## src/rtl/csa_pkg.sv

```systemverilog
// Shared types and width helpers for the carry-save accumulator sequencer.
package csa_pkg;

  typedef enum logic [1:0] {IDLE, ACCUM, RESOLVE, DONE} csa_seq_state_t;

  function automatic int cnt_width(input int max_ops);
    return $clog2(max_ops + 1);
  endfunction

  // Widened so that MAX_OPS full-scale operands can never overflow the total.
  function automatic int acc_width(input int w, input int max_ops);
    return w + $clog2(max_ops);
  endfunction

endpackage

```

## src/rtl/csa_row.sv

```systemverilog
// Bitwise 3:2 compressor: a+b+c == s + cy, with cy already shifted into weight position.
module csa_row #(
  parameter int ACC_W = 8
) (
  input  logic [ACC_W-1:0] a,
  input  logic [ACC_W-1:0] b,
  input  logic [ACC_W-1:0] c,
  output logic [ACC_W-1:0] s,
  output logic [ACC_W-1:0] cy
);

  logic [ACC_W-1:0] maj;

  assign s   = a ^ b ^ c;
  assign maj = (a & b) | (a & c) | (b & c);
  // MSB of maj is dropped; it is always 0 because the job sum fits in ACC_W.
  assign cy  = maj << 1;

endmodule

```

## src/rtl/csa_accum_seq.sv

```systemverilog
// Sums a job of unsigned operands in carry-save form, then resolves with one carry-propagate add.
// Handshakes: a transfer occurs on a rising edge where valid && ready; producers hold data while valid.
module csa_accum_seq
  import csa_pkg::*;
#(
  parameter int W       = 5,
  parameter int MAX_OPS = 8,
  localparam int CNT_W  = cnt_width(MAX_OPS),
  localparam int ACC_W  = acc_width(W, MAX_OPS)
) (
  input  logic             clk,
  input  logic             rst_n,
  input  logic             start,
  input  logic [CNT_W-1:0] num_ops,
  output logic             busy,
  output logic             err,
  input  logic             op_valid,
  output logic             op_ready,
  input  logic [W-1:0]     op_data,
  output logic             res_valid,
  input  logic             res_ready,
  output logic [ACC_W-1:0] res_data,
  output logic [1:0]       dbg_state
);

  localparam logic [CNT_W-1:0] MAX_OPS_C = CNT_W'(MAX_OPS);
  localparam logic [CNT_W-1:0] ONE_C     = CNT_W'(1);

  csa_seq_state_t   state;
  logic [ACC_W-1:0] s_reg;
  logic [ACC_W-1:0] c_reg;
  logic [CNT_W-1:0] remaining;
  logic [ACC_W-1:0] x_ext;
  logic [ACC_W-1:0] row_s;
  logic [ACC_W-1:0] row_c;

  assign x_ext = ACC_W'(op_data);

  csa_row #(.ACC_W(ACC_W)) u_row (
    .a  (s_reg),
    .b  (c_reg),
    .c  (x_ext),
    .s  (row_s),
    .cy (row_c)
  );

  // Status outputs are pure decodes of the state register.
  assign busy      = (state != IDLE);
  assign op_ready  = (state == ACCUM);
  assign res_valid = (state == DONE);
  assign dbg_state = state;

  always_ff @(posedge clk or negedge rst_n) begin
    if (!rst_n) begin
      state     <= IDLE;
      s_reg     <= '0;
      c_reg     <= '0;
      res_data  <= '0;
      remaining <= '0;
      err       <= 1'b0;
    end else begin
      err <= 1'b0;
      case (state)
        IDLE: begin
          if (start) begin
            if (num_ops == '0) begin
              res_data <= '0;
              state    <= DONE;
            end else if (num_ops > MAX_OPS_C) begin
              err <= 1'b1;
            end else begin
              s_reg     <= '0;
              c_reg     <= '0;
              remaining <= num_ops;
              state     <= ACCUM;
            end
          end
        end
        ACCUM: begin
          if (op_valid) begin
            s_reg     <= row_s;
            c_reg     <= row_c;
            remaining <= remaining - ONE_C;
            if (remaining == ONE_C) state <= RESOLVE;
          end
        end
        RESOLVE: begin
          res_data <= s_reg + c_reg;
          state    <= DONE;
        end
        DONE: begin
          if (res_ready) state <= IDLE;
        end
        default: state <= IDLE;
      endcase
    end
  end

endmodule

```

## config.mk

```make
export PLATFORM = sky130hd
export DESIGN_NAME = csa_accum_seq
export DESIGN_NICKNAME = d
export VERILOG_FILES = /design/src/rtl/csa_pkg.sv /design/src/rtl/csa_row.sv /design/src/rtl/csa_accum_seq.sv
export SDC_FILE = /design/constraint.sdc
export NUM_CORES = 1
export LEC_CHECK = 0
export ABC_AREA = 1
export BUFFER_PORTS_ARGS = -buffer_cell sky130_fd_sc_hd__buf_2
export CAP_MARGIN = 0
export CORE_ASPECT_RATIO = 2
export CORE_MARGIN = 1
export CORE_UTILIZATION = 40
export CTS_CLUSTER_SIZE = 28
export DETAILED_ROUTE_END_ITERATION = 6
export SYNTH_ARGS = -nofsm -noshare
export SYNTH_HDL_FRONTEND = slang
export SYNTH_SLANG_ARGS = --single-unit
```

## constraint.sdc

```tcl
create_clock -name clk -period 2.3 [get_ports clk]
set_input_delay 0.115 -clock clk [delete_from_list [all_inputs] [get_ports clk]]
set_output_delay 0.115 -clock clk [all_outputs]
set_load 0.02 [all_outputs]
```

Word-level counts from Yosys, hierarchy flattened
Index checks and enable logic that the tools add are counted.
W data, S select, Z words.
{"block": "op_classes", "magnitude_cmp": 1, "n_eq_ne": 12, "n_reduce_logical": 8, "mux": 26, "bitwise": 7, "add_sub_neg": 2}
{"operator": "$mux W8", "count": 7}
{"operator": "$pmux W8 S2", "count": 3}
{"operator": "$mux W4", "count": 4}
{"operator": "$and A7 B5 Y7", "count": 2}
{"operator": "$or A7 B7 Y7", "count": 2}
{"operator": "$mux W2", "count": 6}
{"operator": "$ne A2 B2 Y1 const B", "count": 5}
{"operator": "$reduce_and A5 Y1", "count": 2}
{"operator": "$add A8 B8 Y8", "count": 1}
{"operator": "$pmux W2 S4", "count": 1}
{"operator": "$pmux W4 S2", "count": 1}
{"operator": "$xor A8 B5 Y8", "count": 1}
{"operator": "$xor A8 B8 Y8", "count": 1}
{"operator": "$and A7 B7 Y7", "count": 1}
{"operator": "$reduce_bool A2 Y1", "count": 3}
{"operator": "$eq A2 B2 Y1 const B", "count": 2}
{"operator": "$eq A4 B1 Y1 const B", "count": 1}
{"operator": "$gt A4 B4 Y1 const B", "count": 1}
{"operator": "$logic_not A4 Y1", "count": 1}
{"operator": "$mux W1", "count": 4}
{"operator": "$ne A2 B1 Y1 const B", "count": 2}
{"operator": "$sub A4 B1 Y4 const B", "count": 1}
{"operator": "$ne A3 B3 Y1 const B", "count": 1}
{"operator": "$reduce_and A3 Y1", "count": 1}
{"operator": "2 further kinds", "count": 2}
{"block": "word_totals", "register_bits": 31, "elab_cells": 62, "input_bits": 14, "out_inout_bits": 14}

Depth between registers and ports, before layout
{"block": "logic_depth", "ltp_word": 5, "depth_mapped": 11, "mapped_depth_nobuf": 11}

Cells and area by module
From an unflattened synthesis, not the netlist that was laid out.
{"block": "unflattened", "hier_cells": 245, "hier_area_um2": 2054.5}
{"module": "csa_accum_seq", "area_each_um2": 1868.0, "seq_area_each_um2": 775.7, "cells_each": 227, "n_inst": 1}
{"module": "csa_row", "area_each_um2": 186.4, "seq_area_each_um2": 0.0, "cells_each": 18, "n_inst": 1}

Worst setup path after synthesis
No wires, ideal clock.
{"block": "synth_timing", "path_type": "register -> register", "startpoint": "reg state[1], in the netlist dbg_state[1]", "endpoint": "reg remaining[1]", "path_stages_with_launch": 10, "arrival_ps": 1640, "n_path_buf": 1, "synth_period_minus_slack_ps": 1717, "setup_time_ps": 76, "slack_ps": 583, "required_time_ps": 2224, "cell_sequence": "dfrtp_1 inv_1 ha_1 inv_1 o21ai_2 nor2_4 nand3_4 buf_4 nand2_1 o21ai_1"}
{"block": "synth_via", "elab_chain_len": 3, "elab_cells_between_ends": 9, "cone_classes": "eq/ne: 5; mux: 1; reduce/logical: 3"}
{"element": "start: declaration", "line": "csa_accum_seq.sv:29", "text": "csa_seq_state_t state;"}
{"element": "start signal: assignment", "line": "csa_accum_seq.sv:55", "text": "state <= IDLE;"}
{"element": "start signal: assignment", "line": "csa_accum_seq.sv:68", "text": "state <= DONE;"}
{"element": "start signal: assignment", "line": "csa_accum_seq.sv:75", "text": "state <= ACCUM;"}
{"element": "$eq A2 B1 Y1 (*)"}
{"element": "net op_ready", "line": "csa_accum_seq.sv:18", "text": "output logic op_ready,"}
{"element": "$ne A2 B2 Y1 (no line) / $reduce_bool A2 Y1 (equally long branches)"}
{"element": "$reduce_and A5 Y1 (no line)"}
{"element": "end signal: assignment", "line": "csa_accum_seq.sv:74", "text": "remaining <= num_ops;"}
{"element": "end signal: assignment", "line": "csa_accum_seq.sv:83", "text": "remaining <= remaining - ONE_C;"}
{"element": "end: declaration", "line": "csa_accum_seq.sv:32", "text": "logic [CNT_W-1:0] remaining;"}
Mark *: on every way through the listed nets, which the timed path passes. The rest lies on a longest branch.
A chain may end at the register's enable or synchronous reset.

Final worst setup path
{"block": "layout_timing", "startpoint": "reg state[1], in the netlist dbg_state[1]", "endpoint": "reg remaining[2]"}
{"block": "layout_via", "elab_chain_len": 3, "elab_cells_between_ends": 9, "cone_classes": "eq/ne: 5; mux: 1; reduce/logical: 3"}
{"element": "$eq A2 B1 Y1 / $logic_not A2 Y1 (equally long branches)", "line": "csa_accum_seq.sv:63", "text": "case (state)"}
{"element": "$ne A2 B2 Y1 (no line) / $reduce_bool A2 Y1 (equally long branches)"}
{"element": "$reduce_and A5 Y1 (no line)"}
Parallel ways exist; a longest one is shown, timed or not.

==> impl_metrics.json <==
{
  "finalSetupViolCount": 0,
  "critPathKind": "register to register",
  "slowest_delay_ps": 420,
  "cts_buffer_depth": 2,
  "synth.net_count": 258,
  "core_um2": 4340,
  "grt_pass1_wl_mm": 6.64,
  "port_buffers": 27,
  "drc_errors": 0,
  "fillers": 475,
  "wl_mm": 3.76,
  "drv_slew": 0,
  "power_density_nw_per_um2": 1140,
  "seqCellArea_um2": 751,
  "cp-start-kind": "register",
  "cp_common_cell": "inv_1",
  "grt_overflow": 0,
  "rsz0062_at_grt": "no",
  "min_period_ps": 1910,
  "routabilityCongestion": 0.774,
  "final-hold-violation-count": 0,
  "crit_family": "simple AND/OR/NAND/NOR gates",
  "cts.reportedPaths.clkPinSlew_ps": 60,
  "crit_chain": "inv_1, ha_1, inv_1, o21ai_2, nor2_4, nand3_4, inv_1, nand2_1, nand2_1",
  "tightest_slew_ps": 673,
  "worst_hold_path_type": "input port to register",
  "synth.distinct_cells": 24,
  "maxSlewHeadroom_pct": 55.2,
  "yosys_register_bits": 30,
  "diodes": 0,
  "cts_made_buffers": 5,
  "ant_nets": 0,
  "area_delta_synth_final_pct": 15.5,
  "cts-root-buf": "clkbuf_8",
  "cts_hold_buf": 1,
  "critPathRequiredTime_ps": 2470,
  "grt_pass1_vias": 1524,
  "worstPathArrival_ps": 2080,
  "rows": 34,
  "ff2ff_path_depth": 9,
  "avgSynthCellArea_um2": 8.06,
  "cts_resized": 0,
  "grt_use_total_pct": 18.2,
  "antenna_found_initial": 0,
  "fin_worst_skew_ps": 3.18,
  "multi_input_area_um2": 942,
  "vdd.ir_drop.worst_v": 0.000620,
  "vias_per_cell": 4.74,
  "die_area_um2": 4840,
  "slowest_stage": "dfrtp_1",
  "power_leakage_nw": 1.14,
  "totalNegativeSetupSlack_ps": 0,
  "drive_above_1_share_pct": 16.7,
  "netlist_area_um2": 1820,
  "drt-wirelength-per-cell_um": 12.0,
  "reg2reg_from": "dbg_state[1]",
  "synth_warnings": 0,
  "worstHoldStart": "start",
  "tritoncts": "done",
  "hold_end": "err",
  "max_cap_violations": 0,
  "drt_iter0_markers": 22,
  "end_kind": "register",
  "period_share_pct": 83.2,
  "r2r-end": "remaining[2]",
  "status": "finished clean",
  "crit_fanout": 36,
  "dp_hpwl_mm": 2.89,
  "pin_count": 28,
  "regToRegSetupSlack_ps": 390,
  "die_h_um": 97.4,
  "start_util_pct": 42.0,
  "grt_max_degree": 37,
  "seq_area_frac_synth_pct": 41.2,
  "dr.pass1.iters": 4,
  "dr_total_vias": 1479,
  "postCtsSetupBuffers": 0,
  "htreeDepth": 2,
  "nNetsFinal": 289,
  "min_path_cells": 3,
  "whs_ps": 112,
  "crit_buf_inv": 3,
  "chipWidth_um": 49.7,
  "synth_cells": 226,
  "cts_sinks": 30,
  "insertion_delay_ps": 280,
  "fmax_mhz": 523
}
## per-layer routing
layer / global-route usage [%] / wire length (um) / vias up
met5: 0 / 0 / -
met4: 9.67 / 119 / 0
met3: 2.50 / 81 / 8
met2: 33.8 / 2110 / 20
met1: 18.8 / 1440 / 681
li1: - / - / 770
## cell families (layout without fill, tap and decap cells)
kind of cell	Yosys count	in the layout	share of synthesized area [%]
DFF	30	30	41.2
buffers and inverters	31	63	7.01
adders and majority gates	18	18	14.4
AOI/OAI and AO/OA	28	28	8.04
and+or+nand+nor	116	116	27.8
xor gates and xnor gates	3	3	1.44
## power breakdown
part           internal, mW  switching [mW]  leakage (nW)
clock                 0.241           0.195        0.0482
combinational         0.391           0.756         0.688
sequential            0.674           0.135         0.406
## worst min-delay path, delay by kind of cell
kind | cells | cell delay, ps
and+or+nand+nor | 1 | 60
buffers and inverters | 2 | 180
## metrics by stage
step	util (%)	power (mW)	area, um2	setup slack (ps)	instances
after floorplan	-	1.71	1820	583	226
after global placement	46.1	1.98	2000	451	303
after detailed placement	46.1	1.98	2000	388	303
after CTS	48.4	2.43	2100	380	312
after global routing	48.4	2.63	2100	199	312
final	48.4	2.39	2100	387	312
## cells in the mapped netlist, drive strengths merged
cell,count,area [um2]
nand4,3,18.8
xnor2,1,8.76
inv,24,90.1
a21o,1,7.51
o21ai,24,124
buf,3,22.5
nand3,15,87.6
ha,13,163
clkbuf,2,7.51
clkinv,2,7.51
nor2,9,48.8
fa,5,100
nand2,87,339
dfrtp,30,751
a21oi,3,15.0
or2,2,12.5
xor2,2,17.5
## placed cells by master, fill, tap and decap left out, drive strengths merged
master	count
nand2	87
o21ai	24
xor2	2
inv	24
dfrtp	30
dlygate4sd3	1
clkbuf	7
nand4	3
nand3	15
nor2	9
or2	2
buf	28
ha	13
fa	5
clkinv	3
a21o	1
a21oi	3
xnor2	1
## worst max path at each step
stage	start	end	slack [ps]	cells after the start
after floorplan	dbg_state[1]	remaining[1]	580	9
after global placement	dbg_state[1]	remaining[0]	450	9
after detailed placement	dbg_state[1]	remaining[2]	390	9
after CTS	dbg_state[1]	remaining[3]	380	9
after global routing	dbg_state[1]	remaining[2]	200	9
final	dbg_state[1]	remaining[2]	390	9
## final cells by class
type                    instances  area share [%]
clock inverters                 1           0.238
well taps                      54            3.21
repair buffers                 29            7.26
inverters                      26            4.64
clock buffers                   7            4.11
multi-input cells             165            44.8
flip-flops and latches         30            35.7
Power figures use the tool's default switching activity.
